==> src/rtl/uart_term_pkg.sv <==
// rtl/uart_term_pkg.sv - shared constants, state encoding and address packing for the UART text terminal
package uart_term_pkg;

  localparam int COLS_DEF = 80;
  localparam int ROWS_DEF = 30;

  localparam logic [7:0] ASC_CR        = 8'h0D;
  localparam logic [7:0] ASC_LF        = 8'h0A;
  localparam logic [7:0] ASC_BS        = 8'h08;
  localparam logic [7:0] ASC_SPACE     = 8'h20;
  localparam logic [7:0] ASC_PRINT_MIN = 8'h20;
  localparam logic [7:0] ASC_PRINT_MAX = 8'h7E;

  localparam logic [6:0] BLANK_DEF = 7'h20;

  typedef enum logic [1:0] {
    ST_INIT  = 2'd0,
    ST_IDLE  = 2'd1,
    ST_CLEAR = 2'd2
  } term_state_e;

  // Tile RAM address as seen by both the writer and the pixel-side reader.
  function automatic logic [11:0] pack_addr(input logic [4:0] row, input logic [6:0] col);
    return {row, col};
  endfunction

endpackage

==> src/rtl/uart_text_ctrl.sv <==
// rtl/uart_text_ctrl.sv - cursor/scroll controller turning received UART bytes into text tile RAM writes
module uart_text_ctrl
  import uart_term_pkg::*;
#(
  parameter int         COLS  = COLS_DEF,
  parameter int         ROWS  = ROWS_DEF,
  parameter logic [6:0] BLANK = BLANK_DEF
) (
  input  logic        clk,
  input  logic        rst_n,
  input  logic        rx_done_tick,
  input  logic [7:0]  rx_data,
  output logic        wr_en,
  output logic [11:0] wr_addr,
  output logic [6:0]  wr_data,
  output logic [6:0]  cur_x,
  output logic [4:0]  cur_y,
  output logic [4:0]  scroll_y,
  output logic        busy,
  output logic        drop_tick
);

  localparam logic [6:0] LAST_COL = 7'(COLS - 1);
  localparam logic [4:0] LAST_ROW = 5'(ROWS - 1);
  localparam logic [7:0] CNT_DONE = 8'(COLS);
  localparam logic [5:0] ROWS6    = 6'(ROWS);

  term_state_e state_q, state_d;
  logic [4:0]  cnt_row_q, cnt_row_d;
  logic [7:0]  cnt_col_q, cnt_col_d;
  logic [6:0]  cur_x_q, cur_x_d;
  logic [4:0]  cur_y_q, cur_y_d;
  logic [4:0]  scroll_y_q, scroll_y_d;
  logic        wr_en_q, wr_en_d;
  logic [11:0] wr_addr_q, wr_addr_d;
  logic [6:0]  wr_data_q, wr_data_d;
  logic        busy_q, busy_d;
  logic        drop_tick_q, drop_tick_d;

  logic [5:0]  row_sum;
  logic [4:0]  phys_row;
  logic        do_nl;
  logic        is_print;

  always_comb begin
    row_sum  = {1'b0, cur_y_q} + {1'b0, scroll_y_q};
    phys_row = (row_sum >= ROWS6) ? 5'(row_sum - ROWS6) : row_sum[4:0];
    is_print = (rx_data >= ASC_PRINT_MIN) && (rx_data <= ASC_PRINT_MAX);
  end

  always_comb begin
    state_d     = state_q;
    cnt_row_d   = cnt_row_q;
    cnt_col_d   = cnt_col_q;
    cur_x_d     = cur_x_q;
    cur_y_d     = cur_y_q;
    scroll_y_d  = scroll_y_q;
    wr_en_d     = 1'b0;
    wr_addr_d   = wr_addr_q;
    wr_data_d   = wr_data_q;
    busy_d      = busy_q;
    drop_tick_d = 1'b0;
    do_nl       = 1'b0;

    case (state_q)
      // INIT sweeps every row; CLEAR reuses the same counters for one row.
      // cnt_col == COLS marks the trailing cycle before busy drops.
      ST_INIT, ST_CLEAR: begin
        drop_tick_d = rx_done_tick;
        if (cnt_col_q == CNT_DONE) begin
          state_d = ST_IDLE;
          busy_d  = 1'b0;
        end else begin
          wr_en_d   = 1'b1;
          wr_addr_d = pack_addr(cnt_row_q, cnt_col_q[6:0]);
          wr_data_d = BLANK;
          if (cnt_col_q[6:0] == LAST_COL) begin
            if ((state_q == ST_INIT) && (cnt_row_q != LAST_ROW)) begin
              cnt_row_d = cnt_row_q + 5'd1;
              cnt_col_d = 8'd0;
            end else begin
              cnt_col_d = CNT_DONE;
            end
          end else begin
            cnt_col_d = cnt_col_q + 8'd1;
          end
        end
      end

      ST_IDLE: begin
        if (rx_done_tick) begin
          if (is_print) begin
            wr_en_d   = 1'b1;
            wr_addr_d = pack_addr(phys_row, cur_x_q);
            wr_data_d = rx_data[6:0];
            if (cur_x_q == LAST_COL) begin
              cur_x_d = 7'd0;
              do_nl   = 1'b1;
            end else begin
              cur_x_d = cur_x_q + 7'd1;
            end
          end else if (rx_data == ASC_CR) begin
            cur_x_d = 7'd0;
          end else if (rx_data == ASC_LF) begin
            do_nl = 1'b1;
          end else if ((rx_data == ASC_BS) && (cur_x_q != 7'd0)) begin
            cur_x_d   = cur_x_q - 7'd1;
            wr_en_d   = 1'b1;
            wr_addr_d = pack_addr(phys_row, cur_x_q - 7'd1);
            wr_data_d = BLANK;
          end
        end
      end

      default: begin
        state_d   = ST_INIT;
        busy_d    = 1'b1;
        cnt_row_d = 5'd0;
        cnt_col_d = 8'd0;
      end
    endcase

    // At the bottom row the old top physical row becomes the new bottom row.
    if (do_nl) begin
      if (cur_y_q != LAST_ROW) begin
        cur_y_d = cur_y_q + 5'd1;
      end else begin
        scroll_y_d = (scroll_y_q == LAST_ROW) ? 5'd0 : scroll_y_q + 5'd1;
        state_d    = ST_CLEAR;
        busy_d     = 1'b1;
        cnt_row_d  = scroll_y_q;
        cnt_col_d  = 8'd0;
      end
    end
  end

  always_ff @(posedge clk or negedge rst_n) begin
    if (!rst_n) begin
      state_q     <= ST_INIT;
      cnt_row_q   <= 5'd0;
      cnt_col_q   <= 8'd0;
      cur_x_q     <= 7'd0;
      cur_y_q     <= 5'd0;
      scroll_y_q  <= 5'd0;
      wr_en_q     <= 1'b0;
      wr_addr_q   <= 12'd0;
      wr_data_q   <= BLANK;
      busy_q      <= 1'b1;
      drop_tick_q <= 1'b0;
    end else begin
      state_q     <= state_d;
      cnt_row_q   <= cnt_row_d;
      cnt_col_q   <= cnt_col_d;
      cur_x_q     <= cur_x_d;
      cur_y_q     <= cur_y_d;
      scroll_y_q  <= scroll_y_d;
      wr_en_q     <= wr_en_d;
      wr_addr_q   <= wr_addr_d;
      wr_data_q   <= wr_data_d;
      busy_q      <= busy_d;
      drop_tick_q <= drop_tick_d;
    end
  end

  assign wr_en     = wr_en_q;
  assign wr_addr   = wr_addr_q;
  assign wr_data   = wr_data_q;
  assign cur_x     = cur_x_q;
  assign cur_y     = cur_y_q;
  assign scroll_y  = scroll_y_q;
  assign busy      = busy_q;
  assign drop_tick = drop_tick_q;

endmodule

==> config.mk <==
export PLATFORM = sky130hd
export DESIGN_NAME = uart_text_ctrl
export DESIGN_NICKNAME = d
export VERILOG_FILES = /design/src/rtl/uart_term_pkg.sv /design/src/rtl/uart_text_ctrl.sv
export SDC_FILE = /design/constraint.sdc
export NUM_CORES = 1
export LEC_CHECK = 0
export BUFFER_PORTS_ARGS = -buffer_cell sky130_fd_sc_hd__buf_2
export CAP_MARGIN = 10
export CORE_MARGIN = 2
export CORE_UTILIZATION = 55
export CTS_CLUSTER_DIAMETER = 50
export CTS_CLUSTER_SIZE = 25
export DETAILED_ROUTE_END_ITERATION = 8
export PLACE_DENSITY = 0.78
export REMOVE_ABC_BUFFERS = 1
export SETUP_SLACK_MARGIN = 0.02
export SLEW_MARGIN = 20
export SYNTH_ARGS = -nofsm -noshare
export SYNTH_HDL_FRONTEND = slang
export SYNTH_SLANG_ARGS = --single-unit
==> constraint.sdc <==
create_clock -name clk -period 3 [get_ports clk]
set_input_delay 0.6 -clock clk [delete_from_list [all_inputs] [get_ports clk]]
set_output_delay 0.6 -clock clk [all_outputs]
set_load 0.02 [all_outputs]
# Word level (Yosys, flattened, before mapping)

Cells that the tools add are included.

Bits in registers: 54
Input port bits: 11
Output and inout bits: 39
Word-level logic and storage cells: 107

Add/sub/neg operators: 8
$lt $le $gt $ge: 3
Eq/ne operators: 17
Mux-type cells: 55
Bitwise logic cells: 1
Reduce and logical (&&, ||, !) cells: 12

Operators by type and width:

| cell                                                                             | count |
|---|---|
| 7-bit 2-to-1 mux                                                                 | 12 |
| 12-bit 2-to-1 mux                                                                | 6 |
| 5-bit 2-to-1 mux                                                                 | 7 |
| 8-bit 2-to-1 mux                                                                 | 4 |
| 8-bit by 4-bit == test with 1-bit output, second input constant                  | 3 |
| 12-bit one-hot mux with 2 select lines                                           | 1 |
| 1-bit 2-to-1 mux                                                                 | 16 |
| 8-bit one-hot mux with 2 select lines                                            | 1 |
| 5-bit by 1-bit adder with 5-bit output, second input constant                    | 3 |
| 7-bit == test, second input constant                                             | 2 |
| 7-bit one-hot mux with 2 select lines                                            | 1 |
| 3-bit != test, second input constant                                             | 4 |
| 5-bit != test, second input constant                                             | 2 |
| 5-bit one-hot mux with 2 select lines                                            | 1 |
| 8-bit by 1-bit adder with 8-bit output, second input constant                    | 1 |
| 8-bit by 7-bit == test with 1-bit output, second input constant                  | 1 |
| 8-bit by 6-bit >= comparator with 1-bit output, second input constant            | 1 |
| 8-bit by 7-bit less-or-equal comparator with 1-bit output, second input constant | 1 |
| 7-bit by 1-bit adder with 7-bit output, second input constant                    | 1 |
| 7-bit nonzero test                                                               | 1 |
| 7-bit by 1-bit subtractor with 7-bit output, second input constant               | 1 |
| 5-bit by 5-bit adder with 6-bit output                                           | 1 |
| 6-bit by 5-bit >= comparator with 1-bit output, second input constant            | 1 |
| 2-bit 2-to-1 mux                                                                 | 3 |
| other kinds (16)                                                                 | 21 |

# Logic depth before layout (Yosys ltp)

Gate-level depths: netlist (run 1).

Depth in word-level cells: 9
Depth in mapped cells: 11
Gate-level depth less buffers: 9

# Least setup slack after synthesis (run 1)

No wires, ideal clock.

Path kind: register -> register
Start point: reg scroll_y_q[0], in the netlist scroll_y[0]
End point: reg wr_addr_q[10], in the netlist wr_addr[10]
Setup time: 0.122 ns
Data arrival time: 2.563 ns
Required time: 2.878 ns
Slack: 0.315 ns
Stages on the path, launching flop included: 10
Buffers on the path: 0
Period minus slack after synthesis: 2.685 ns
Cells stage by stage: dfrtp_1 > ha_1 > inv_1 > fa_1 > nand2b_1 > o2bb2ai_1 > xor2_1 > o21ai_1 > or4b_1 > a32o_1

Longest elaborated chain between the ends: 9
Elaborated cells on any way between the ends: 10
Those cells by class: 2 x add/sub; 1 x order compare; 7 x mux

Ends and longest elaborated chain:

| what                                                                                      | RTL line              | text |
|---|---|---|
| from (decl)                                                                               | uart_text_ctrl.sv:33  | `logic [4:0] scroll_y_q, scroll_y_d;` |
| from (signal assigned)                                                                    | uart_text_ctrl.sv:156 | `scroll_y_q <= scroll_y_d;` |
| 5-bit by 5-bit adder with 6-bit output (*)                                                | uart_text_ctrl.sv:46  | `row_sum = {1'b0, cur_y_q} + {1'b0, scroll_y_q};` |
| 5-bit subtractor / 6-bit by 5-bit >= comparator with 1-bit output (equally long branches) | uart_text_ctrl.sv:47  | `phys_row = (row_sum >= ROWS6) ? 5'(row_sum - ROWS6) : row_sum[4:0];` |
| 5-bit 2-to-1 mux (*)                                                                      | uart_text_ctrl.sv:47  |  |
| 12-bit 2-to-1 mux                                                                         | uart_text_ctrl.sv:106 | `end else if ((rx_data == ASC_BS) && (cur_x_q != 7'd0)) begin` |
| 12-bit 2-to-1 mux                                                                         | uart_text_ctrl.sv:104 | `end else if (rx_data == ASC_LF) begin` |
| 12-bit 2-to-1 mux                                                                         | uart_text_ctrl.sv:102 | `end else if (rx_data == ASC_CR) begin` |
| 12-bit 2-to-1 mux (*)                                                                     | uart_text_ctrl.sv:92  | `if (is_print) begin` |
| 12-bit 2-to-1 mux (*)                                                                     | uart_text_ctrl.sv:91  | `if (rx_done_tick) begin` |
| 12-bit one-hot mux with 2 select lines (*)                                                | uart_text_ctrl.sv:65  | `case (state_q)` |
| to (signal assigned)                                                                      | uart_text_ctrl.sv:158 | `wr_addr_q <= wr_addr_d;` |
| to (decl)                                                                                 | uart_text_ctrl.sv:35  | `logic [11:0] wr_addr_q, wr_addr_d;` |

Every way passes the cells marked *; elsewhere a longest branch is shown, timed or not. The select of a mux whose other input is x is not followed.
A chain may end at the register's enable or synchronous reset.

# Worst setup path after layout (run 1)

Ends and elaborated chain as after synthesis.

==> metrics.txt, run 1 <==
status finished clean; register area 0.00135 mm^2; yosys warns 0; Final period util 91.9%; gpl congestion 0.831; via count 2,940; Yosys cell types 58; Initial Util 56.0%; WHS 199 ps; R2R Path Start scroll_y[0]$_DFFE_PN0P_; Ports 50; root buf cell clkbuf_8; Placeable Area 0.00582 mm^2; kind of critical path flop to flop; routed wire length 7650 um; Finished Layout Cells 495; cell family with most CP delay simple AND/OR/NAND/NOR gates; hold buffers post-CTS 0; largest net degree at the start of global routing 38; R2R depth 8; power per cell area 374 mW/mm^2; routed length on met3 310 um; Layout area overhead 14.2%; max incr delay on CP 520 ps; syn avg cell area 8.76 um^2; worst path arrival time 2970 ps; vias in the first global route 2,624; initial antenna violation count 0; Hold/Removal Path Class primary input to async pin; Main synth FF type dfrtp_1; clock sink count 54; fmax 0.363 GHz; DP HPWL 5630 um; # DRC 0; post-CTS setup buffer count 0; commonest non-fill, non-tap cell in the layout dfrtp_1; CP bufs+invs 1; Multi-input gate area 0.00176 mm^2; insertion delay to the later sink of the worst-skew pair 320 ps; filler cell count in the final layout 518; cts repair resizes 0; Critical Path Source Type flop; full die area 0.00656 mm^2; CTS tree built; GRT Overall Usage 25.0%; H-tree lvl count 2; TritonCTS Buffers 5; first-pass GRT wire length 12,700 um; FF-to-FF setup slack 240 ps; critical path's slowest cell dfrtp_1; Hold Vio Cnt, Final 0; sequential share of the synthesized area 41.6%; Slew @ Worst Pin 649 ps; min cycle time layout 2760 ps; synthesized cell area 0.00326 mm^2; met2 routed WL 3830 um; flops & latches, synth 54; die height 81.0 um; CP Capture Type flop; met1 WL 3390 um; EDFF count, synth 0; Max Cap Viol 0; vias per inst 5.94; drt first pass iters 4; Fin Setup TNS 0 ps; wire per inst 15.5 um; worst r2r dst wr_addr[10]$_DFFE_PN0P_; maximum vdd drop 0.000250 V; Critical Path RT 3210 ps; worst clock skew 10.9 ps; Overflow after GRT 0; Syn Inst Count 372; CTS clk-pin slew, worst paths 100 ps; Die Span X 81.0 um; Max Slew Vio Count 0; 1st-iter DRT viols 155; row cnt 28; buffers added on ports 49; crit-path max FO 9; Lkg Pwr 1.75 nW; Slew headroom 56.7%; crit-path cells ha_1 > inv_1 > fa_1 > xnor2_1 > nand4_1 > o21ai_1 > or4b_1 > a32o_1; Max clock buf depth 2; Nets 447; DP Cell Count 487; most frequent cells in the layout dfrtp_1 (52), buf_2 (49), nand2_1 (46); Antenna Nets Post-Route 0; setup violators final 0; max layer used met4; share of cells above drive strength 1 17.4%; RSZ-0062 raised after global routing no; Async SR Flop Fraction 100%; Antenna Cells 0
[through the flow]
| step | setup WS, ps | power, mW | util (%) | cell area [um^2] |
|---|---|---|---|---|
| finish | 242 | 1.39 | 64.0 | 3720 |
| floorplan | 287 | 0.766 | - | 3180 |
| global placement | 395 | 0.800 | 61.5 | 3580 |
| CTS | 254 | 1.40 | 64.0 | 3720 |
| detailed placement | 263 | 0.800 | 61.5 | 3580 |
| global route | 91.5 | 1.44 | 64.0 | 3720 |
[cells by family (layout without fill, tap and decap cells)]
group,after synthesis,after routing,share of synthesized area [%]
flops,54,54,41.6
xor+xnor,14,14,3.76
compound gates,100,100,19.1
fa+ha+maj,17,17,6.76
buf+inv,31,79,4.38
simple gates,151,151,22.8
mux,5,5,1.65
[layer usage]
metal / vias to the layer above / track usage, %
met5: - / 0
met4: 0 / 7.46
met3: 11 / 3.67
met2: 73 / 42.0
met1: 1424 / 33.7
li1: 1432 / -
[synth_stat cells, drive strengths merged (3+ instances only)]
library cell	instances	share of area [%]
nand4	9	1.7
nand2b	3	0.58
xor2	6	1.6
nand2	46	5.3
nor3b	5	1.2
nor2b	3	0.58
clkbuf	9	1.0
o2bb2ai	3	0.81
ha	16	6.1
a21oi	18	2.8
dfrtp	52	40
and2	3	0.58
nor3	5	0.77
o21ai	38	5.8
a31oi	12	2.3
o31ai	3	0.69
and3	9	1.7
nor2	37	4.3
xnor2	8	2.2
inv	16	2.0
buf	6	1.3
nand3	16	2.5
mux2	3	1.0
or3	4	0.77
o21a	3	0.69
[layout make-up]
| class | instances | area share (%) |
|---|---|---|
| flip-flops and latches | 54 | 36.4 |
| multi-input cells | 287 | 47.4 |
| clock inverters | 2 | 1.61 |
| inverters | 16 | 1.75 |
| well taps | 75 | 2.52 |
| clock buffers | 6 | 2.22 |
| repair buffers | 55 | 8.14 |
[power breakdown]
group	internal [mW]	switching [mW]	total, mW
Clock	0.356	0.248	0.604
Sequential	0.728	0.000168	0.728
Combinational	0.0172	0.0408	0.0580
[flip-flops by register name, indices dropped and copies added (netlist names)]
name and count:
cur_x 7, drop_tick 1, state_q 2, wr_addr 12
scroll_y 5, cnt_row_q 5, wr_data 7, wr_en 1
cnt_col_q 8, cur_y 5, busy 1
[worst max path at each step]
stage,start,slack (ps),endpoint,depth (start not counted)
after floorplan,cur_x[0]$_DFFE_PN0P_,290,wr_addr[10]$_DFFE_PN0P_,8
after global placement,scroll_y[0]$_DFFE_PN0P_,390,wr_addr[10]$_DFFE_PN0P_,9
after detailed placement,scroll_y[0]$_DFFE_PN0P_,260,wr_addr[10]$_DFFE_PN0P_,8
after CTS,scroll_y[0]$_DFFE_PN0P_,250,wr_addr[10]$_DFFE_PN0P_,8
after global routing,scroll_y[0]$_DFFE_PN0P_,90,wr_addr[10]$_DFFE_PN0P_,8
final,scroll_y[0]$_DFFE_PN0P_,240,wr_addr[10]$_DFFE_PN0P_,8
[worst register-to-register path, delay by kind of cell, from the launching register on]
kind | cells | cell delay (ps)
adders and majority gates | 2 | 610
xor gates and xnor gates | 1 | 270
and+or+nand+nor | 2 | 660
DFF | 1 | 520
buffers and inverters | 1 | 50
AOI/OAI and AO/OA | 2 | 550
Note: power is estimated with default switching activity, not from simulation.
==> inputs of run 2 (changes only) <==
--- a/config.mk
+++ b/config.mk
@@ -12,7 +12,7 @@
 export CTS_CLUSTER_DIAMETER = 50
 export CTS_CLUSTER_SIZE = 25
 export DETAILED_ROUTE_END_ITERATION = 8
-export PLACE_DENSITY = 0.78
+export PLACE_DENSITY = 0.75
 export REMOVE_ABC_BUFFERS = 1
 export SETUP_SLACK_MARGIN = 0.02
 export SLEW_MARGIN = 20
==> metrics.txt, run 2 (synthesis results as in run 1) <==
via count 2,887; Max Slew Vio Count 0; root buf cell clkbuf_8; cts repair resizes 0; Nets 448; worst path arrival time 2870 ps; hold buffers post-CTS 0; max reg flops 12; Layout area overhead 13.1%; final instance area 0.00369 mm^2; RSZ-0062 raised after global routing no; Slew @ Worst Pin 662 ps; register area 0.00135 mm^2; routed length on met3 405 um; 1st-iter DRT viols 193; vias per inst 5.82; initial antenna violation count 0; placed inst area 0.00357 mm^2; buffers added on ports 49; Final period util 88.6%; Fin Setup TNS 0 ps; Initial Util 56.0%; Multi-input gate area 0.00176 mm^2; Slew headroom 55.8%; post-CTS setup buffer count 0; met2 routed WL 3680 um; critical path's slowest cell dfrtp_1; CTS tree built; Max clock buf depth 2; full die area 0.00656 mm^2; clock sink count 54; Hold/Removal Path Class primary input to async pin; Hold Vio Cnt, Final 0; Critical Path RT 3210 ps; commonest non-fill, non-tap cell in the layout dfrtp_1; insertion delay to the later sink of the worst-skew pair 310 ps; Final WS setup 341 ps; Ports 50; CP bufs+invs 1; GRT Overall Usage 25.0%; CP Capture Type flop; power per cell area 350 mW/mm^2; vias in the first global route 2,700; Levels on crit path 8; Overflow after GRT 0; row cnt 28; kind of critical path flop to flop; gpl congestion 0.890; Lkg Pwr 1.73 nW; crit-path max FO 6; drt first pass iters 5; Antenna Cells 0; crit-path cells ha_1 > inv_1 > fa_1 > xnor2_1 > nand4_1 > o21ai_1 > or4b_1 > a32o_1; routed wire length 7750 um; R2R depth 8; # DRC 0; max incr delay on CP 460 ps; Critical Path Source Type flop; first-pass GRT wire length 12,800 um; DP HPWL 5750 um; Die Span X 81.0 um; die height 81.0 um; largest net degree at the start of global routing 23; most frequent cells in the layout dfrtp_1 (52), buf_2 (49), nand2_1 (46); worst clock skew 7.92 ps; maximum vdd drop 0.000196 V; H-tree lvl count 2; wire per inst 15.6 um; filler cell count in the final layout 543; cell family with most CP delay simple AND/OR/NAND/NOR gates; share of cells above drive strength 1 17.6%; min cycle time layout 2660 ps; status finished clean; TritonCTS Buffers 5; total power 1.29 mW; Antenna Nets Post-Route 0; setup violators final 0; CTS clk-pin slew, worst paths 100 ps; met1 WL 3580 um; Max Cap Viol 0; fmax 0.376 GHz; max layer used met4; Placeable Area 0.00582 mm^2; pre-CTS WS 347 ps
run 2: cell types whose count changed in the layout (fill, tap and decap cells not counted):
cell        before  now
buf_12           1    0
buf_4            5    7
bufinv_16        2    1
clkbuf_8         6    5
clkinvlp_4       0    2
run 2: power breakdown:
part / switching (mW) / internal, mW / leakage, nW
Combinational: 0.0406 / 0.0180 / 1.04
Clock: 0.254 / 0.249 / 0.0504
Sequential: 0.000157 / 0.728 / 0.643
Total: 0.295 / 0.995 / 1.73
run 2: worst register-to-register path, stage by stage, from the launching register on:
cell     delay [ps]
dfrtp_1         460
ha_1            200
inv_1            60
fa_1            390
xnor2_1         260
nand4_1         190
o21ai_1         300
or4b_1          460
a32o_1          250
run 2: final timing paths:
path	startpoint	end	slack, ps
min in group clk	wr_data[2]$_DFFE_PN0P_	wr_data[2]$_DFFE_PN0P_	480
max	cur_y[0]$_DFFE_PN0P_	wr_addr[10]$_DFFE_PN0P_	340
max in group asynchronous	rst_n	busy$_DFF_PN1_	2190
max reg2reg	cur_y[0]$_DFFE_PN0P_	wr_addr[10]$_DFFE_PN0P_	340
min reg2reg	wr_data[2]$_DFFE_PN0P_	wr_data[2]$_DFFE_PN0P_	480
min	rst_n	wr_data[0]$_DFFE_PN0P_	150
run 2: metal layers:
layer | GRT usage (%) | up-vias
li1 | - | 1428
met1 | 35.0 | 1353
met3 | 4.44 | 10
met4 | 7.80 | 0
met5 | 0 | -
met2 | 39.8 | 96
run 2: area by class of cell:
| type | instances | share of cell area [%] |
|---|---|---|
| clock inverter | 3 | 1.22 |
| sequential | 54 | 36.7 |
| clock buffer | 5 | 1.87 |
| inverter | 16 | 1.77 |
| timing repair buffer | 56 | 8.08 |
| tap | 75 | 2.55 |
| multi-input combinational | 287 | 47.8 |
run 2: per-stage QoR:
step | hold WS (ps) | utilization (%) | instances
after floorplan | 304 | - | 357
after CTS | 166 | 63.4 | 496
after global routing | 176 | 63.4 | 496
after global placement | 452 | 61.4 | 488
final | 154 | 63.4 | 496
after detailed placement | 459 | 61.4 | 488
==> inputs of run 3 (changes only) <==
--- a/config.mk
+++ b/config.mk
@@ -13,9 +13,8 @@
 export CTS_CLUSTER_SIZE = 25
 export DETAILED_ROUTE_END_ITERATION = 8
 export PLACE_DENSITY = 0.75
-export REMOVE_ABC_BUFFERS = 1
 export SETUP_SLACK_MARGIN = 0.02
-export SLEW_MARGIN = 20
+export SLEW_MARGIN = 30
 export SYNTH_ARGS = -nofsm -noshare
 export SYNTH_HDL_FRONTEND = slang
 export SYNTH_SLANG_ARGS = --single-unit
==> metrics.txt, run 3 (synthesis results as in run 1) <==
status finished clean; vias in the first global route 2,727; CP Capture Type flop; GRT Overall Usage 24.6%; Max Slew Vio Count 0; Die Span X 81.0 um; commonest non-fill, non-tap cell in the layout dfrtp_1; Lkg Pwr 1.73 nW; Hold Vio Cnt, Final 0; final instance area 0.00369 mm^2; Fin Setup TNS 0 ps; gpl congestion 0.862; min cycle time layout 2710 ps; Clk network pwr share 38.3%; post-CTS setup buffer count 0; Placeable Area 0.00582 mm^2; Max clock buf depth 2; setup violators final 0; kind of critical path flop to flop; cts repair resizes 0; worst clock skew 9.63 ps; wire per inst 15.3 um; H-tree lvl count 2; Hold/Removal Path Class primary input to async pin; max reg flops 12; row cnt 28; share of cells above drive strength 1 17.6%; CTS tree built; insertion delay to the later sink of the worst-skew pair 310 ps; routed wire length 7570 um; worst path arrival time 2910 ps; first-pass GRT wire length 12,800 um; Slew @ Worst Pin 705 ps; hold buffers post-CTS 0; Seq pwr share 57.0%; Ports 50; R2R depth 8; die height 81.0 um; Int Power 0.995 mW; CTS clk-pin slew, worst paths 100 ps; post-synth net total 400; power per cell area 347 mW/mm^2; Critical Path RT 3200 ps; TritonCTS Buffers 5; clock sink count 54; logic gate share of total power 4.7%; fmax 0.369 GHz; Initial Util 56.0%; switching pwr 0.283 mW; vias per inst 5.78; Nets 448; DP HPWL 5550 um; Critical Path Source Type flop; buffers added on ports 49; most frequent cells in the layout dfrtp_1 (52), buf_2 (49), nand2_1 (46); Final period util 90.4%; Max Cap Viol 0; Slew headroom 53.0%; crit-path max FO 6; full die area 0.00656 mm^2; placed inst area 0.00357 mm^2; initial antenna violation count 0; Switching Share 22.2%; # DRC 0; root buf cell clkbuf_8; Layout area overhead 13.1%; maximum vdd drop 0.000204 V; RSZ-0062 raised after global routing no; Antenna Nets Post-Route 0; largest net degree at the start of global routing 55; drt first pass iters 5; via count 2,869; Antenna Cells 0; 1st-iter DRT viols 214; Overflow after GRT 0
[run 3: cell counts in the layout (fill, tap and decap cells not counted)]
Identical to the previous run, type by type.
[run 3: worst max-delay path, stage by stage, from the launching register on]
cell and delay [ps]:
dfrtp_1 470, ha_1 200, inv_1 50, fa_1 390
xnor2_1 280, nand4_1 190, o21ai_1 300, or4b_1 470
a32o_1 250
[run 3: stage by stage]
stage          hold WS, ps  total power [mW]  std cells  util, %  setup WS, ps
5_1_grt                488              1.33        496     63.4          72.6
2_1_floorplan          304             0.766        372        -           315
3_3_place_gp           451             0.802        488     61.4           446
4_1_cts                438              1.29        496     63.4           271
3_5_place_dp           450             0.802        488     61.4           289
6_report               408              1.28        496     63.4           287
[run 3: power groups by stage]
stage | registers, mW | clock network (mW) | logic, mW
floorplan | 0.744 | 0 | 0.0226
global placement | 0.742 | 0 | 0.0594
detailed placement | 0.742 | 0 | 0.0599
CTS | 0.728 | 0.506 | 0.0602
global route | 0.729 | 0.535 | 0.0686
finish | 0.728 | 0.490 | 0.0602
[run 3: routing by layer]
| layer | part of all wire [%] | vias to the layer above | track usage, % |
|---|---|---|---|
| li1 | - | 1431 | - |
| met1 | 48 | 1350 | 35.0 |
| met2 | 46 | 82 | 38.9 |
| met3 | 4.9 | 6 | 3.56 |
| met4 | 0.92 | 0 | 7.63 |
| met5 | 0 | - | 0 |
[run 3: cell type report]
| type | count | area, um^2 |
|---|---|---|
| clock inverter | 3 | 45.0 |
| tap | 75 | 93.8 |
| timing repair buffer | 56 | 298 |
| fill | 537 | 2130 |
| sequential | 54 | 1350 |
| multi-input combinational | 287 | 1760 |
| inverter | 16 | 65.1 |
| clock buffer | 5 | 68.8 |
[run 3: worst paths after layout]
path / slack, ps / startpoint / endpoint
worst max-delay path: 290 / cur_y[0]$_DFFE_PN0P_ / wr_addr[10]$_DFFE_PN0P_
worst min-delay path: 410 / rst_n / wr_addr[3]$_DFFE_PN0P_
worst max register to register: 290 / cur_y[0]$_DFFE_PN0P_ / wr_addr[10]$_DFFE_PN0P_
worst min register to register: 470 / wr_data[0]$_DFFE_PN0P_ / wr_data[0]$_DFFE_PN0P_
max in group asynchronous: 2130 / rst_n / wr_data[1]$_DFFE_PN0P_
min in group clk: 470 / wr_data[0]$_DFFE_PN0P_ / wr_data[0]$_DFFE_PN0P_
